### src/rtl/execute_mul_pipe_if.sv
// Issue-side, writeback, bypass and flush signals of the multiply execute unit.
// The execute unit connects through `master`; the surrounding core uses `slave`.
interface execute_mul_pipe_if #(
    parameter int XLEN             = 32,
    parameter int ROB_ID_WIDTH     = 7,
    parameter int PHY_REG_ID_WIDTH = 6
);
    logic                        issue_mul_fifo_data_out_valid;
    logic                        issue_mul_fifo_pop;
    logic [ROB_ID_WIDTH-1:0]     in_rob_id;
    logic [XLEN-1:0]             in_pc;
    logic                        in_has_exception;
    logic                        in_rd_enable;
    logic [PHY_REG_ID_WIDTH-1:0] in_rd_phy;
    logic [XLEN-1:0]             in_src1;
    logic [XLEN-1:0]             in_src2;
    logic [1:0]                  in_mul_op;

    logic                        mul_wb_port_we;
    logic                        mul_wb_port_full;
    logic                        mul_wb_port_flush;
    logic [ROB_ID_WIDTH-1:0]     wb_rob_id;
    logic [XLEN-1:0]             wb_pc;
    logic                        wb_has_exception;
    logic                        wb_rd_enable;
    logic [PHY_REG_ID_WIDTH-1:0] wb_rd_phy;
    logic [XLEN-1:0]             wb_rd_value;

    logic                        feedback_enable;
    logic [PHY_REG_ID_WIDTH-1:0] feedback_phy_id;
    logic [XLEN-1:0]             feedback_value;

    logic                        commit_flush;

    modport master (
        input  issue_mul_fifo_data_out_valid,
        output issue_mul_fifo_pop,
        input  in_rob_id, in_pc, in_has_exception, in_rd_enable, in_rd_phy,
        input  in_src1, in_src2, in_mul_op,
        output mul_wb_port_we,
        input  mul_wb_port_full,
        output mul_wb_port_flush,
        output wb_rob_id, wb_pc, wb_has_exception, wb_rd_enable, wb_rd_phy, wb_rd_value,
        output feedback_enable, feedback_phy_id, feedback_value,
        input  commit_flush
    );

    modport slave (
        output issue_mul_fifo_data_out_valid,
        input  issue_mul_fifo_pop,
        output in_rob_id, in_pc, in_has_exception, in_rd_enable, in_rd_phy,
        output in_src1, in_src2, in_mul_op,
        input  mul_wb_port_we,
        output mul_wb_port_full,
        input  mul_wb_port_flush,
        input  wb_rob_id, wb_pc, wb_has_exception, wb_rd_enable, wb_rd_phy, wb_rd_value,
        input  feedback_enable, feedback_phy_id, feedback_value,
        output commit_flush
    );
endinterface

### src/rtl/execute_mul_pipe.sv
// Pipelined RV32M multiply execute unit: the product is formed as an op enters stage 0
// and carried through STAGES registers with bubble collapse, writeback stall and flush.
module execute_mul_pipe #(
    parameter int XLEN             = 32,
    parameter int STAGES           = 3,
    parameter int ROB_ID_WIDTH     = 7,
    parameter int PHY_REG_ID_WIDTH = 6
) (
    input logic                clk,
    input logic                rst,
    execute_mul_pipe_if.master bus
);
    typedef enum logic [1:0] {
        OP_MUL    = 2'd0,
        OP_MULH   = 2'd1,
        OP_MULHSU = 2'd2,
        OP_MULHU  = 2'd3
    } mul_op_e;

    typedef struct packed {
        logic                        valid;
        logic [ROB_ID_WIDTH-1:0]     rob_id;
        logic [XLEN-1:0]             pc;
        logic                        has_exception;
        logic                        rd_enable;
        logic [PHY_REG_ID_WIDTH-1:0] rd_phy;
        logic [XLEN-1:0]             rd_value;
    } stage_t;

    stage_t            s [STAGES];
    stage_t            incoming;
    stage_t            last;
    logic [STAGES-1:0] adv;
    logic              pop;
    logic              we;
    logic              fb_en;

    mul_op_e           op;
    logic              signed_a;
    logic              signed_b;
    logic [2*XLEN-1:0] ext_a;
    logic [2*XLEN-1:0] ext_b;
    logic [2*XLEN-1:0] product;
    logic [XLEN-1:0]   result;

    always_comb begin
        // NOTE: every variable of this block is assigned on every path, so no latch is inferred.
        op       = mul_op_e'(bus.in_mul_op);
        signed_a = (op == OP_MULH) || (op == OP_MULHSU);
        signed_b = (op == OP_MULH);
        ext_a    = {{XLEN{signed_a & bus.in_src1[XLEN-1]}}, bus.in_src1};
        ext_b    = {{XLEN{signed_b & bus.in_src2[XLEN-1]}}, bus.in_src2};
        // Low 2*XLEN bits of the extended product are exact for every signedness mix.
        product  = ext_a * ext_b;
        result   = (op == OP_MUL) ? product[XLEN-1:0] : product[2*XLEN-1:XLEN];
        if (bus.in_has_exception) begin
            result = '0;
        end

        incoming.valid         = pop;
        incoming.rob_id        = bus.in_rob_id;
        incoming.pc            = bus.in_pc;
        incoming.has_exception = bus.in_has_exception;
        incoming.rd_enable     = bus.in_rd_enable;
        incoming.rd_phy        = bus.in_rd_phy;
        incoming.rd_value      = result;
    end

    // A stage holds only when it and every stage ahead of it are occupied and writeback is full.
    always_comb begin
        logic blocked;
        blocked = bus.mul_wb_port_full;
        for (int i = STAGES - 1; i >= 0; i--) begin
            blocked = blocked && s[i].valid;
            adv[i]  = !blocked;
        end
    end

    assign pop = bus.issue_mul_fifo_data_out_valid && adv[0] && !bus.commit_flush && !rst;

    always_ff @(posedge clk) begin
        // NOTE: only the valid bits are reset; payload is don't-care while valid is low
        // and every output below is gated by valid.
        if (rst || bus.commit_flush) begin
            for (int i = 0; i < STAGES; i++) begin
                s[i].valid <= 1'b0;
            end
        end else begin
            // NOTE: non-blocking assignments let each stage capture the pre-edge value of the one behind it.
            if (adv[0]) begin
                s[0] <= incoming;
            end
            for (int i = 1; i < STAGES; i++) begin
                if (adv[i]) begin
                    s[i] <= s[i-1];
                end
            end
        end
    end

    assign last  = s[STAGES-1];
    assign we    = last.valid && !bus.mul_wb_port_full && !bus.commit_flush && !rst;
    assign fb_en = we && last.rd_enable && !last.has_exception;

    assign bus.issue_mul_fifo_pop = pop;
    assign bus.mul_wb_port_we     = we;
    assign bus.mul_wb_port_flush  = bus.commit_flush;

    assign bus.wb_rob_id        = last.valid ? last.rob_id        : '0;
    assign bus.wb_pc            = last.valid ? last.pc            : '0;
    assign bus.wb_has_exception = last.valid ? last.has_exception : 1'b0;
    assign bus.wb_rd_enable     = last.valid ? last.rd_enable     : 1'b0;
    assign bus.wb_rd_phy        = last.valid ? last.rd_phy        : '0;
    assign bus.wb_rd_value      = last.valid ? last.rd_value      : '0;

    assign bus.feedback_enable = fb_en;
    assign bus.feedback_phy_id = fb_en ? last.rd_phy   : '0;
    assign bus.feedback_value  = fb_en ? last.rd_value : '0;
endmodule

### src/flat_wrapper.sv
// flat-port wrapper written by rule: the top's interface ports become plain ports
module execute_mul_pipe_flat 
#(
    parameter int XLEN             = 32,
    parameter int STAGES           = 3,
    parameter int ROB_ID_WIDTH     = 7,
    parameter int PHY_REG_ID_WIDTH = 6
)
  (clk, rst, bus_issue_mul_fifo_data_out_valid, bus_issue_mul_fifo_pop, bus_in_rob_id, bus_in_pc, bus_in_has_exception, bus_in_rd_enable, bus_in_rd_phy, bus_in_src1, bus_in_src2, bus_in_mul_op, bus_mul_wb_port_we, bus_mul_wb_port_full, bus_mul_wb_port_flush, bus_wb_rob_id, bus_wb_pc, bus_wb_has_exception, bus_wb_rd_enable, bus_wb_rd_phy, bus_wb_rd_value, bus_feedback_enable, bus_feedback_phy_id, bus_feedback_value, bus_commit_flush);
  execute_mul_pipe_if #(.XLEN(XLEN), .ROB_ID_WIDTH(ROB_ID_WIDTH), .PHY_REG_ID_WIDTH(PHY_REG_ID_WIDTH)) bus_i ();
  input logic clk;
  input logic rst;
  input wire logic [$bits(bus_i.issue_mul_fifo_data_out_valid)-1:0] bus_issue_mul_fifo_data_out_valid;
  output wire logic [$bits(bus_i.issue_mul_fifo_pop)-1:0] bus_issue_mul_fifo_pop;
  input wire logic [$bits(bus_i.in_rob_id)-1:0] bus_in_rob_id;
  input wire logic [$bits(bus_i.in_pc)-1:0] bus_in_pc;
  input wire logic [$bits(bus_i.in_has_exception)-1:0] bus_in_has_exception;
  input wire logic [$bits(bus_i.in_rd_enable)-1:0] bus_in_rd_enable;
  input wire logic [$bits(bus_i.in_rd_phy)-1:0] bus_in_rd_phy;
  input wire logic [$bits(bus_i.in_src1)-1:0] bus_in_src1;
  input wire logic [$bits(bus_i.in_src2)-1:0] bus_in_src2;
  input wire logic [$bits(bus_i.in_mul_op)-1:0] bus_in_mul_op;
  output wire logic [$bits(bus_i.mul_wb_port_we)-1:0] bus_mul_wb_port_we;
  input wire logic [$bits(bus_i.mul_wb_port_full)-1:0] bus_mul_wb_port_full;
  output wire logic [$bits(bus_i.mul_wb_port_flush)-1:0] bus_mul_wb_port_flush;
  output wire logic [$bits(bus_i.wb_rob_id)-1:0] bus_wb_rob_id;
  output wire logic [$bits(bus_i.wb_pc)-1:0] bus_wb_pc;
  output wire logic [$bits(bus_i.wb_has_exception)-1:0] bus_wb_has_exception;
  output wire logic [$bits(bus_i.wb_rd_enable)-1:0] bus_wb_rd_enable;
  output wire logic [$bits(bus_i.wb_rd_phy)-1:0] bus_wb_rd_phy;
  output wire logic [$bits(bus_i.wb_rd_value)-1:0] bus_wb_rd_value;
  output wire logic [$bits(bus_i.feedback_enable)-1:0] bus_feedback_enable;
  output wire logic [$bits(bus_i.feedback_phy_id)-1:0] bus_feedback_phy_id;
  output wire logic [$bits(bus_i.feedback_value)-1:0] bus_feedback_value;
  input wire logic [$bits(bus_i.commit_flush)-1:0] bus_commit_flush;
  assign bus_i.issue_mul_fifo_data_out_valid = bus_issue_mul_fifo_data_out_valid;
  assign bus_issue_mul_fifo_pop = bus_i.issue_mul_fifo_pop;
  assign bus_i.in_rob_id = bus_in_rob_id;
  assign bus_i.in_pc = bus_in_pc;
  assign bus_i.in_has_exception = bus_in_has_exception;
  assign bus_i.in_rd_enable = bus_in_rd_enable;
  assign bus_i.in_rd_phy = bus_in_rd_phy;
  assign bus_i.in_src1 = bus_in_src1;
  assign bus_i.in_src2 = bus_in_src2;
  assign bus_i.in_mul_op = bus_in_mul_op;
  assign bus_mul_wb_port_we = bus_i.mul_wb_port_we;
  assign bus_i.mul_wb_port_full = bus_mul_wb_port_full;
  assign bus_mul_wb_port_flush = bus_i.mul_wb_port_flush;
  assign bus_wb_rob_id = bus_i.wb_rob_id;
  assign bus_wb_pc = bus_i.wb_pc;
  assign bus_wb_has_exception = bus_i.wb_has_exception;
  assign bus_wb_rd_enable = bus_i.wb_rd_enable;
  assign bus_wb_rd_phy = bus_i.wb_rd_phy;
  assign bus_wb_rd_value = bus_i.wb_rd_value;
  assign bus_feedback_enable = bus_i.feedback_enable;
  assign bus_feedback_phy_id = bus_i.feedback_phy_id;
  assign bus_feedback_value = bus_i.feedback_value;
  assign bus_i.commit_flush = bus_commit_flush;
  execute_mul_pipe #(.XLEN(XLEN), .STAGES(STAGES), .ROB_ID_WIDTH(ROB_ID_WIDTH), .PHY_REG_ID_WIDTH(PHY_REG_ID_WIDTH)) u_core (.clk(clk), .rst(rst), .bus(bus_i));
endmodule
### config.mk
export PLATFORM = sky130hd
export DESIGN_NAME = execute_mul_pipe_flat
export DESIGN_NICKNAME = d
export VERILOG_FILES = /design/src/rtl/execute_mul_pipe_if.sv /design/src/rtl/execute_mul_pipe.sv /design/src/flat_wrapper.sv
export SDC_FILE = /design/constraint.sdc
export NUM_CORES = 2
export LEC_CHECK = 0
export CORE_MARGIN = 2
export CORE_UTILIZATION = 40
export DETAILED_ROUTE_END_ITERATION = 6
export HOLD_SLACK_MARGIN = 0.15
export SLEW_MARGIN = 20
export SYNTH_ARGS = -nofsm -noshare
export SYNTH_HDL_FRONTEND = slang
export SYNTH_SLANG_ARGS = --single-unit
export TNS_END_PERCENT = 30
### constraint.sdc
create_clock -name clk -period 20.4 [get_ports clk]
set_input_delay 2.04 -clock clk [delete_from_list [all_inputs] [get_ports clk]]
set_output_delay 2.04 -clock clk [all_outputs]
set_load 0.05 [all_outputs]
==> impl_results.md <==
- Clock Latency Late Sink: between 0.5 and 0.6 ns
- Worst Setup End Kind: flop
- WS Path Type: primary input to flop
- Initial Utilization: 0.402
- Synthesized net count: around 6400
- Peak Freq: 90.2 MHz
- Critical path required time: around 21 ns
- H-Tree Depth: 1
- Critical path fanouts, max: 18
- Number of flip-flops in the largest register: 240
- Number of vias per cell: 5.00
- I/O Pins: roughly 240
- Hold-fix buffers, CTS: 0
- GRT Util Overall: 0.220
- Placed Area: 51900 um2
- Num CTS Buffers: 26
- Clock skew: roughly 0.023 ns
- Crit-path slowest cell: fa_1
- Hold Vio Cnt, Final: 0
- First-pass GRT wire length: 208000 um
- Post-Syn Area: between 40000 and 50000 um2
- Fin nets: about 6500
- Post-Syn Area per Cell: between 9 and 10 um2
- Hold WC Path Type: flop to flop
- Layout cells sized above 1: 0.0303
- Vias in the first global route: around 36000
- RSZ-0062 raised after global routing: false
- Synth Register Bits: 240
- TritonCTS clock tree: yes
- Async SR Flop Fraction: 0
- DR pass1 iterations: 5
- Critical Path Start Type: primary input
- CORE AREA: ~120000 um2
- Clock slew at reported path FFs: about 0.06 ns
- I/O Buffers: around 240
- CP arrival: 11.31 ns
- CTS sink cnt: 240
- Setup repair bufs after CTS: 0
- EDFF count, synth: 240
- DR vias: 33300
- Fin Setup TNS: 0 ns
- Final ANT Viol Nets: 0
- Cts repair resizes: 0
- Pins over their slew limit: 0
- Most flops, register: u_core.s
- Max-Cap Viols: 0
- Synth top area share: 0.469
- Commonest non-fill, non-tap cells in the layout: inv_1 (1202), fa_1 (1125), nand2_1 (824)
- Area contributors post-synth: fa_1 (47%), edfxtp_1 (15%), inv_1 (9.4%)
- Largest net degree at the start of global routing: between 200 and 300
- Hpwl dp: approximately 100000 um
- Clk root buf: clkbuf_16
- Maximum root-to-sink buffer count: 3
- Top flop regs: u_core.s (240)
- Hold Slack: around 0.5 ns
- Area of the multi-input gates: about 35000 um2
- Die height: between 300 and 400 um
- Drt drc: 0
- Area grow syn2layout: 9.83%
- Slew HR: 0.202
- Number of DRC markers in iteration 0: between 2000 and 2500
- DIE AREA: ~120000 um2
- Synth area leader: fa_1
- Worst-Margin Slew: 1.20 ns
- Placed cell count: 6608
- FF/Latch Area: roughly 7200 um2
- Status: complete, no violations
- Design Area, Final: about 53000 um2
- Top_reg_cell synth: edfxtp_1
- Syn. warnings: 0
- Fin crit period: ~11 ns
- Non-filler cells in the finished layout: about 6700
- Cells after Synth: 4954
- Register area share after synthesis: 0.150
- Period utilization: 0.543
- Most common cell on crit path: inv_1
- Placer Congestion: just under 0.9
- Die Wd: approximately 350 um
- Final-report setup violation count: 0
- Cell row count: about 130
- Congestion Overflow GR: 0
- Filler cells: between 10000 and 15000
- WL final: around 130000 um
- Initial antenna violation count: 2
- Wirelength per Cell: between 15 and 20 um
- Most common library cell in the layout ignoring fill and taps: inv_1
- CP max stage delay: just under 0.9 ns
- Yosys cell types: 77
==> layout make-up <==
cell class | count | area share
timing repair buffer | 307 | 0.0547
clock inverter | 15 | 0.00332
sequential | 240 | 0.137
inverter | 1202 | 0.0855
clock buffer | 31 | 0.0127
antenna | 1 | 0.0000474
multi-input combinational | 3247 | 0.669
tap | 1612 | 0.0382
==> cell usage after synthesis, drive strengths merged (3+ instances only) <==
| cell | instances |
|---|---|
| inv | 1202 |
| fa | 1125 |
| nand2 | 824 |
| and2 | 598 |
| clkbuf | 250 |
| edfxtp | 240 |
| ha | 214 |
| nor2 | 76 |
| a21oi | 70 |
| xnor2 | 54 |
| o21ai | 37 |
| a21o | 30 |
| and3 | 28 |
| xor2 | 18 |
| nand4 | 15 |
| buf | 14 |
| nand3 | 14 |
| a211oi | 12 |
| or2 | 10 |
| nor3 | 9 |
| o211ai | 9 |
| o21bai | 9 |
| a31oi | 8 |
| nand2b | 8 |
| a211o | 5 |
| nor2b | 5 |
| o21a | 5 |
| a21boi | 4 |
| mux2i | 4 |
| nand4b | 4 |
| nor4 | 4 |
| nor4b | 4 |
| a32oi | 3 |
| o211a | 3 |
| o2bb2ai | 3 |
| o31ai | 3 |
| or4 | 3 |
==> path summary, 6_finish.rpt <==
check / from / cells after the start / endpoint / slack [ns]
setup / recovery: bus_in_mul_op[0] / 31 / u_core.s[0][28]$_DFFE_PP_ / 9.32
hold / removal: u_core.s[0][102]$_DFFE_PP_ / 1 / u_core.s[0][182]$_DFFE_PP_ / 0.50
setup reg to reg: u_core.s[0][239]$_SDFFCE_PP0P_ / 6 / u_core.s[0][20]$_DFFE_PP_ / 17.51
hold reg to reg: u_core.s[0][102]$_DFFE_PP_ / 1 / u_core.s[0][182]$_DFFE_PP_ / 0.50
==> worst max-delay path, delay by kind of cell <==
family	cells	cell delay (ns)
adders and majority gates	10	5.10
xor gates and xnor gates	1	0.14
AOI/OAI and AO/OA	5	0.97
buffers and inverters	10	1.63
and+or+nand+nor	5	1.44
==> per-stage QoR <==
step,util,worst slack (ns)
6_report,0.441,9.32
5_1_grt,0.441,8.69
4_1_cts,0.441,9.35
3_5_place_dp,0.434,8.78
3_3_place_gp,0.434,8.94
2_1_floorplan,-,10.20
==> metal layers <==
layer	part of all wire	routed length, um	vias to the layer above	track usage
met4	0.022	2940	2	0.0457
met2	0.47	61900	1387	0.361
met3	0.082	10800	212	0.0344
li1	-	-	14500	-
met5	0.000099	13	-	0
met1	0.43	56000	17200	0.308
==> cell families after synthesis <==
family,Yosys count,share of synthesized area
muxes,4,0.000834
AOI/OAI and AO/OA,222,0.0312
DFF,240,0.150
and+or+nand+nor,1610,0.164
adders and majority gates,1339,0.525
buffers and inverters,1467,0.116
xor gates and xnor gates,72,0.0131
Power is not shown: default switching activity piles up to over one toggle a cycle in this logic, so the estimate is an artifact.
